--- src/rtl/pir_sensor_frontend.sv ---
// rtl/pir_sensor_frontend.sv - three-channel PIR sync, debounce and activity-level integrator
// Optional stuck-high detection is built when PIR_STUCK_DETECT_EN is defined.
module pir_sensor_frontend #(
  parameter int WARMUP_CYCLES   = 1000,
  parameter int DEBOUNCE_CYCLES = 8,
  parameter int RISE_DIV        = 4,
  parameter int FALL_DIV        = 8,
  parameter int HOLD_CYCLES     = 32,
  parameter int LEVEL_MAX       = 100,
  parameter int THRESH          = 50
`ifdef PIR_STUCK_DETECT_EN
  ,
  parameter int STUCK_CYCLES    = 4096
`endif
) (
  input  logic       clk,
  input  logic       rst_n,
  input  logic [2:0] pir_raw,
  output logic [6:0] pir_sensor_1,
  output logic [6:0] pir_sensor_2,
  output logic [6:0] pir_sensor_3,
  output logic [2:0] motion_pulse,
  output logic       ready,
  output logic [2:0] fault
);
  localparam int WW   = $clog2(WARMUP_CYCLES + 1);
  localparam int DW   = $clog2(DEBOUNCE_CYCLES + 1);
  localparam int PDIV = (RISE_DIV > FALL_DIV) ? RISE_DIV : FALL_DIV;
  localparam int PW   = $clog2(PDIV + 1);
  localparam int HW   = $clog2(HOLD_CYCLES + 1);
  localparam logic [WW-1:0] WARM_LAST = WW'(WARMUP_CYCLES - 1);
  localparam logic [DW-1:0] DEB_LAST  = DW'(DEBOUNCE_CYCLES - 1);
  localparam logic [PW-1:0] RISE_LAST = PW'(RISE_DIV - 1);
  localparam logic [PW-1:0] FALL_LAST = PW'(FALL_DIV - 1);
  localparam logic [HW-1:0] HOLD_LAST = HW'(HOLD_CYCLES - 1);
  localparam logic [6:0]    LVL_MAX   = 7'(LEVEL_MAX);
  localparam logic [6:0]    THR       = 7'(THRESH);

  typedef enum logic {G_WARMUP, G_RUN} gstate_e;
  typedef enum logic [1:0] {C_IDLE, C_ACTIVE, C_HOLD, C_DECAY} cstate_e;

  gstate_e         gstate_q, gstate_d;
  logic [WW-1:0]   warm_cnt_q, warm_cnt_d;
  logic [2:0]      sync1_q, sync2_q, deb_q, deb_d, above_q, above_d, pulse_q, pulse_d;
  logic [DW-1:0]   deb_cnt_q [3];
  logic [DW-1:0]   deb_cnt_d [3];
  cstate_e         cst_q [3];
  cstate_e         cst_d [3];
  logic [6:0]      lvl_q [3];
  logic [6:0]      lvl_d [3];
  logic [PW-1:0]   pre_q [3];
  logic [PW-1:0]   pre_d [3];
  logic [HW-1:0]   hold_q [3];
  logic [HW-1:0]   hold_d [3];
  logic [2:0]      kill_w, flt_w;
  logic            run;

  assign run = (gstate_q == G_RUN);

  always_comb begin
    gstate_d   = gstate_q;
    warm_cnt_d = warm_cnt_q;
    if (gstate_q == G_WARMUP) begin
      if (warm_cnt_q == WARM_LAST) gstate_d = G_RUN;
      else                         warm_cnt_d = warm_cnt_q + 1'b1;
    end
  end

  // Debouncer runs from reset so inputs are already settled when RUN begins.
  always_comb begin
    deb_d = deb_q;
    for (int i = 0; i < 3; i++) begin
      deb_cnt_d[i] = '0;
      if (sync2_q[i] != deb_q[i]) begin
        if (deb_cnt_q[i] == DEB_LAST) deb_d[i] = ~deb_q[i];
        else                          deb_cnt_d[i] = deb_cnt_q[i] + 1'b1;
      end
    end
  end

`ifdef PIR_STUCK_DETECT_EN
  localparam int SW = $clog2(STUCK_CYCLES + 1);
  localparam logic [SW-1:0] STK_LAST = SW'(STUCK_CYCLES - 1);
  logic [SW-1:0] stuck_cnt_q [3];
  logic [SW-1:0] stuck_cnt_d [3];
  logic [2:0]    fault_q, fault_d, stuck_hit;

  always_comb begin
    fault_d   = fault_q;
    stuck_hit = '0;
    for (int i = 0; i < 3; i++) begin
      stuck_cnt_d[i] = stuck_cnt_q[i];
      stuck_hit[i]   = run && deb_q[i] && !fault_q[i] && (stuck_cnt_q[i] == STK_LAST);
      if (!deb_q[i])                                     stuck_cnt_d[i] = '0;
      else if (run && !fault_q[i] && !stuck_hit[i])      stuck_cnt_d[i] = stuck_cnt_q[i] + 1'b1;
      if (stuck_hit[i]) fault_d[i] = 1'b1;
    end
  end

  always_ff @(posedge clk or negedge rst_n) begin
    if (!rst_n) begin
      fault_q <= '0;
      for (int i = 0; i < 3; i++) stuck_cnt_q[i] <= '0;
    end else begin
      fault_q <= fault_d;
      for (int i = 0; i < 3; i++) stuck_cnt_q[i] <= stuck_cnt_d[i];
    end
  end

  assign kill_w = fault_q | stuck_hit;
  assign flt_w  = fault_q;
  assign fault  = fault_q;
`else
  assign kill_w = '0;
  assign flt_w  = '0;
  assign fault  = '0;
`endif

  always_comb begin
    above_d = '0;
    pulse_d = '0;
    for (int i = 0; i < 3; i++) begin
      cst_d[i]  = cst_q[i];
      lvl_d[i]  = lvl_q[i];
      pre_d[i]  = pre_q[i];
      hold_d[i] = hold_q[i];
      above_d[i] = (lvl_q[i] >= THR);
      pulse_d[i] = (lvl_q[i] >= THR) && !above_q[i] && !flt_w[i];
      if (kill_w[i]) begin
        cst_d[i]  = C_IDLE;
        lvl_d[i]  = '0;
        pre_d[i]  = '0;
        hold_d[i] = '0;
      end else if (run) begin
        case (cst_q[i])
          C_IDLE: begin
            lvl_d[i] = '0;
            if (deb_q[i]) begin
              cst_d[i] = C_ACTIVE;
              pre_d[i] = '0;
            end
          end
          C_ACTIVE: begin
            if (!deb_q[i]) begin
              cst_d[i]  = C_HOLD;
              pre_d[i]  = '0;
              hold_d[i] = '0;
            end else if (pre_q[i] == RISE_LAST) begin
              pre_d[i] = '0;
              if (lvl_q[i] < LVL_MAX) lvl_d[i] = lvl_q[i] + 7'd1;
            end else begin
              pre_d[i] = pre_q[i] + 1'b1;
            end
          end
          C_HOLD: begin
            if (deb_q[i]) begin
              cst_d[i] = C_ACTIVE;
              pre_d[i] = '0;
            end else if (hold_q[i] == HOLD_LAST) begin
              cst_d[i] = C_DECAY;
              pre_d[i] = '0;
            end else begin
              hold_d[i] = hold_q[i] + 1'b1;
            end
          end
          C_DECAY: begin
            if (deb_q[i]) begin
              cst_d[i] = C_ACTIVE;
              pre_d[i] = '0;
            end else if (lvl_q[i] == 7'd0) begin
              cst_d[i] = C_IDLE;
            end else if (pre_q[i] == FALL_LAST) begin
              pre_d[i] = '0;
              lvl_d[i] = lvl_q[i] - 7'd1;
              if (lvl_q[i] == 7'd1) cst_d[i] = C_IDLE;
            end else begin
              pre_d[i] = pre_q[i] + 1'b1;
            end
          end
          default: cst_d[i] = C_IDLE;
        endcase
      end
    end
  end

  always_ff @(posedge clk or negedge rst_n) begin
    if (!rst_n) begin
      gstate_q   <= G_WARMUP;
      warm_cnt_q <= '0;
      sync1_q    <= '0;
      sync2_q    <= '0;
      deb_q      <= '0;
      above_q    <= '0;
      pulse_q    <= '0;
      for (int i = 0; i < 3; i++) begin
        deb_cnt_q[i] <= '0;
        cst_q[i]     <= C_IDLE;
        lvl_q[i]     <= '0;
        pre_q[i]     <= '0;
        hold_q[i]    <= '0;
      end
    end else begin
      gstate_q   <= gstate_d;
      warm_cnt_q <= warm_cnt_d;
      sync1_q    <= pir_raw;
      sync2_q    <= sync1_q;
      deb_q      <= deb_d;
      above_q    <= above_d;
      pulse_q    <= pulse_d;
      for (int i = 0; i < 3; i++) begin
        deb_cnt_q[i] <= deb_cnt_d[i];
        cst_q[i]     <= cst_d[i];
        lvl_q[i]     <= lvl_d[i];
        pre_q[i]     <= pre_d[i];
        hold_q[i]    <= hold_d[i];
      end
    end
  end

  assign pir_sensor_1 = lvl_q[0];
  assign pir_sensor_2 = lvl_q[1];
  assign pir_sensor_3 = lvl_q[2];
  assign motion_pulse = pulse_q;
  assign ready        = run;
endmodule

--- config.mk ---
export PLATFORM = sky130hd
export DESIGN_NAME = pir_sensor_frontend
export DESIGN_NICKNAME = d
export VERILOG_FILES = /design/src/rtl/pir_sensor_frontend.sv
export SDC_FILE = /design/constraint.sdc
export NUM_CORES = 1
export LEC_CHECK = 0
export ABC_AREA = 1
export BUFFER_PORTS_ARGS = -buffer_cell sky130_fd_sc_hd__buf_4
export CELL_PAD_IN_SITES_DETAIL_PLACEMENT = 1
export CELL_PAD_IN_SITES_GLOBAL_PLACEMENT = 1
export CORE_MARGIN = 2
export CORE_UTILIZATION = 40
export CTS_CLUSTER_DIAMETER = 100
export CTS_CLUSTER_SIZE = 20
export DETAILED_ROUTE_END_ITERATION = 8
export PLACE_DENSITY_LB_ADDON = 0.1
export SYNTH_ARGS = -nofsm -noshare
export SYNTH_HDL_FRONTEND = slang
export SYNTH_SLANG_ARGS = --single-unit
--- constraint.sdc ---
create_clock -name clk -period 1.5 [get_ports clk]
set_clock_uncertainty 0.1 [all_clocks]
set_input_delay 0.075 -clock clk [delete_from_list [all_inputs] [get_ports clk]]
set_output_delay 0.075 -clock clk [all_outputs]
set_load 0.01 [all_outputs]
[Word-level counts from Yosys, hierarchy flattened]
Cells that the tools add are included.
Storage, ports and cells
  register bits after elaboration: 95
  bits of input ports: 5
  output and inout port bits: 28
  logic and storage cells: 250
Cells by class
  add/subtract/negate cells: 16
  magnitude comparators: 6
  equality and inequality tests: 70
  muxes and demuxes: 95
  bitwise gates (word level): 5
  reduce and logical (&&, ||, !) cells: 34
Operators with widths (number)
  $mux 7: 18
  $mux 4: 30
  $pmux 7 s3: 3
  $ne 2x2->1 const B: 30
  $mux 6: 9
  $mux 2: 24
  $pmux 4 s4: 3
  $pmux 6 s2: 3
  $add 4x1->4 const B: 6
  $eq 4x3->1 const B: 6
  $ne 4x4->1 const B: 6
  $pmux 2 s4: 3
  $reduce_and 8->1: 3
  $add 7x1->7 const B: 3
  $eq 7x1->1 const B: 3
  $ge 7x6->1 const B: 3
  $logic_not 7->1: 3
  $lt 7x7->1 const B: 3
  $sub 7x1->7 const B: 3
  $add 6x1->6 const B: 3
  $eq 6x5->1 const B: 3
  $ne 3x3->1 const B: 6
  $reduce_and 6->1: 3
  $reduce_and 5->1: 3
  other kinds (15): 46

[Depth between registers and ports, before layout]
  depth after elaboration: 6
  depth in mapped cells: 10
  depth with buffers taken out: 10

[Worst setup path after synthesis]
Ideal clock, no wire load.
  path kind: register -> register
  start: register lvl_q, in the netlist pir_sensor_1[0]
  end: register pre_q[8] (netlist name)
  library setup time: 0.118 ns
  arrival: 1.417 ns
  required time: 1.282 ns
  path slack: -0.134 ns
  cell stages (with the launch flop): 11
  path buffers: 0
  clock period less this slack: 1.634 ns
  cells stage by stage: dfrtp_1 > inv_1 > ha_1 > nand2_1 > nor2_1 > nand2_1 > nand2_1 > nor2_1 > inv_1 > nand2_1 > nand2_1
On the way
  longest elaborated chain between the ends: 3
Ends and longest elaborated chain
  start, declared: RTL line 49  | logic [6:0] lvl_q [3];
  start signal, assigned by index: RTL line 213  | lvl_q[i] <= lvl_d[i];
  $logic_not 7->1: RTL line 170  | end else if (lvl_q[i] == 7'd0) begin
  $ne 3x3->1 (no source line)
  $reduce_and 4->1 (no source line)
  end signal, assigned by index: RTL line 214  | pre_q[i] <= pre_d[i];
  end, declared: RTL line 51  | logic [PW-1:0] pre_q [3];
Every way passes these cells.
A chain may end at the register's enable or synchronous reset.

[Worst setup path in the final report]
  start: register cst_q[0] (netlist name)
  end: register hold_q[3] (netlist name)
On the way
  longest elaborated chain between the ends: 3
  elaborated cells on any way between the ends: 8
  those cells by class: eq/ne (5); mux (1); reduce/logical (2)
Ends and longest elaborated chain
  start, declared: RTL line 47  | cstate_e cst_q [3];
  start signal, assigned by index: RTL line 212  | cst_q[i] <= cst_d[i];
  $eq 2x2->1 or $eq 2x1->1 (tied branches): RTL line 135  | case (cst_q[i])
  $ne 2x2->1 (no source line) or $reduce_bool 2->1 (tied branches)
  $reduce_and 5->1 (no source line)
  end signal, assigned by index: RTL line 215  | hold_q[i] <= hold_d[i];
  end, declared: RTL line 53  | logic [HW-1:0] hold_q [3];
Parallel ways exist; a longest one is shown, timed or not.

==> out/metrics.yaml <==
status: "complete, but fails checks"
violations: "setup timing"
postLayoutSetupSlackWorst_ns: -0.08861
grt_pass1_wl_mm: 30.33
path_cells: "buf_12, nor2_8, nand2_2, nor2_2, inv_1, nand2_2, nand2_4, nand2_1, o21ai_2"
post_synth_num_cell_types: 31
die_area_um2: 15920
port-buffer-count: 29
start_kind: "register"
cp_data_arrival_time_ns: 1.74
slew_violations: 0
slowest_delay_ns: 0.46
peakVddDrop_mv: 0.5456
r2r_cells: 9
die_h_um: 126.2
syn-cell-area_um2: 5971
drtPass1Iterations: 4
synth_top_area_share_pct: 39.82
final.setup.tns_ns: -1.607
cellPowerDensity_nw_per_um2: 677.9
syn_inst: 849
r2r_setup_slack_ns: -0.09
r2r-start: "cst_q[0]"
syn_area_per_cell_um2: 7.033
synth_area_leader_cell: "dfrtp_1"
start_util_pct: 41.08
crit_fanout: 6
timing_worst_setup_path_type: "register to register"
boundaryPins: 33
drtIter0Drc: 266
yosysSeqAreaShare_pct: 39.82
rsz0062_at_grt: "yes"
grt_remaining_overflow: 0
fillers: 1773
hp-class: "input port to asynchronous set/reset pin"
worst_setup_path_end_kind: "register"
period_share_pct: 105.9
dpl-instance-area_um2: 7287
fin_nets: 1063
clk_pin_slew_worst_paths_ns: 0.07
grt_pass1_vias: 6515
hpwl_mm: 12.91
setup_violations: 38
ys_top_cells_by_area: "dfrtp_1 (40%), nand2_1 (19%), nand3_1 (7.3%)"
cp_slowest_cell: "dfrtp_2"
clock-root-buffer: "clkbuf_16"
power_leakage_nw: 4.388
grt_usage_pct: 22.97
stdcell_area_um2: 8952
cp-endpoint: "hold_q[3]"
totalWireLength_mm: 20.86
yosysWarnings: 0
finalHoldViolations: 0
clock_path_buffers: 2
cpMostUsedCell: "nand2_2"
die_w_um: 126.2
core.rowCount: 44
wl_per_cell_um: 17.10
vias_per_cell: 5.157
reg2reg_to: "hold_q[3]"
antenna_found_initial: 0
vias: 6291
drc: 0
globalplace.congestion: 0.8163
antennaDiodeCount: 0
cts_tree: "done"
layout-drive-gt1-share_pct: 41.80
holdWs_ns: 0.06814
cp-startpoint: "cst_q[0]"
drtAntennaViolNets: 0
core-area_um2: 14530
fmax_mhz: 629.5
max_cap_violations: 0
h-tree-depth: 3
finalNonFillerCells: 1220
dp_cells: 1168
required_ns: 1.65
finalPower_mw: 6.069
min_period_ns: 1.589
cts_made_buffers: 9
ys_ff_latch: 95
grt_max_degree: 39
clock_sinks: 95
clkLatencyLatePin_ns: 0.36
area_growth_pct: 49.94
-- layout by cell type, fill, tap and decap left out, drive strengths merged, types with 6 or more instances in the layout --
cell	n
nand3	90
xnor2	11
nand3b	10
dfrtp	95
buf	178
ha	25
clkbuf	10
xor2	13
inv	100
or2	6
o21ai	50
a21oi	16
nand4	12
nor2	97
nand2	301
-- cells in the mapped netlist --
cell and n:
nand2_1 295, dfrtp_1 95, inv_1 94, nor2_1 91, nand3_1 87, o21ai_0 39, ha_1 25, a21oi_1 16
xor2_1 13, nand4_1 12, xnor2_1 11, nand3b_1 10, buf_2 8, inv_2 6, o21ai_2 6, or2_2 6
o21ai_1 5, buf_4 4, nand2_2 4, nor3_1 4, nor2_2 3, o31ai_1 3, buf_6 2, nand3_2 2
nor2_4 2, clkbuf_2 1, clkinv_1 1, conb_1 1, nor2_8 1, o211a_1 1, o22ai_1 1
-- layout make-up --
cell class | instances | area, um2 | share of cell area (%)
Clock buffer | 9 | 225.2 | 2.516
Clock inverter | 5 | 83.83 | 0.9364
Inverter | 101 | 397.9 | 4.444
Multi-Input combinational cell | 643 | 4058 | 45.32
Sequential cell | 95 | 2397 | 26.78
Tap cell | 184 | 230.2 | 2.572
Timing Repair Buffer | 183 | 1560 | 17.43
-- how the worst min path moves through the flow --
stage | from | to | cells after the start
6_report | rst_n | pir_sensor_1[2] | 2
5_1_grt | rst_n | pre_q[8] | 2
4_1_cts | rst_n | pir_sensor_1[2] | 2
3_5_place_dp | rst_n | pir_sensor_1[2] | 1
3_3_place_gp | rst_n | pir_sensor_1[2] | 1
2_1_floorplan | rst_n | above_q[0] | 0
-- cells by family (layout without fill, tap and decap cells) --
logic type | Yosys count | in the layout | share of synthesized area, %
other cells | 1 | 3 | 0.06281
compound gates | 71 | 71 | 6.559
buf+inv | 116 | 298 | 7.984
xor+xnor | 24 | 24 | 3.521
simple gates | 517 | 520 | 36.82
flops | 95 | 95 | 39.82
fa+ha+maj | 25 | 25 | 5.239
-- registers in the layout, indices dropped and copies added (netlist names), 6 cells and up --
signal,cells
pir_sensor_1,7
deb_cnt_q,12
warm_cnt_q,10
hold_q,18
pir_sensor_2,7
cst_q,6
pre_q,12
pir_sensor_3,7
-- what timing repair did --
item	in CTS	in global routing
pin swaps	37	74
cloned	2	2
hold buffers	4	0
setup endpoints to repair	56	65
setup buffers	8	23
resized for setup	103	203
endpoints found under the hold margin	98	0
-- critical path, delay by kind of cell (launching register included) --
family / cells / cell delay (ns)
DFF: 1 / 0.46
AOI/OAI and AO/OA: 1 / 0.05
buffers and inverters: 2 / 0.22
and+or+nand+nor: 6 / 0.63
-- per-layer routing --
layer | vias to the layer above | global-route usage [%] | wire length, um
met5 | - | 0 | 0
met4 | 0 | 8.016 | 568
met3 | 44 | 2.846 | 462
met2 | 86 | 41.43 | 11030
met1 | 3114 | 28.24 | 8801
li1 | 3047 | - | -
-- power breakdown --
| part | internal, mW | total (mW) | switching, mW |
|---|---|---|---|
| clock | 1.45 | 2.54 | 1.09 |
| combinational | 0.285 | 0.715 | 0.429 |
| sequential | 2.69 | 2.82 | 0.126 |
-- per-stage QoR --
step                      utilization, %  setup WS [ns]
final                              61.60       -0.08861
after global routing               61.60        -0.1523
after CTS                          55.23       -0.03927
after detailed placement           50.14        -0.2364
after global placement             50.14        -0.1454
after floorplan                        -       0.007711
(Power assumes the default switching activity.)
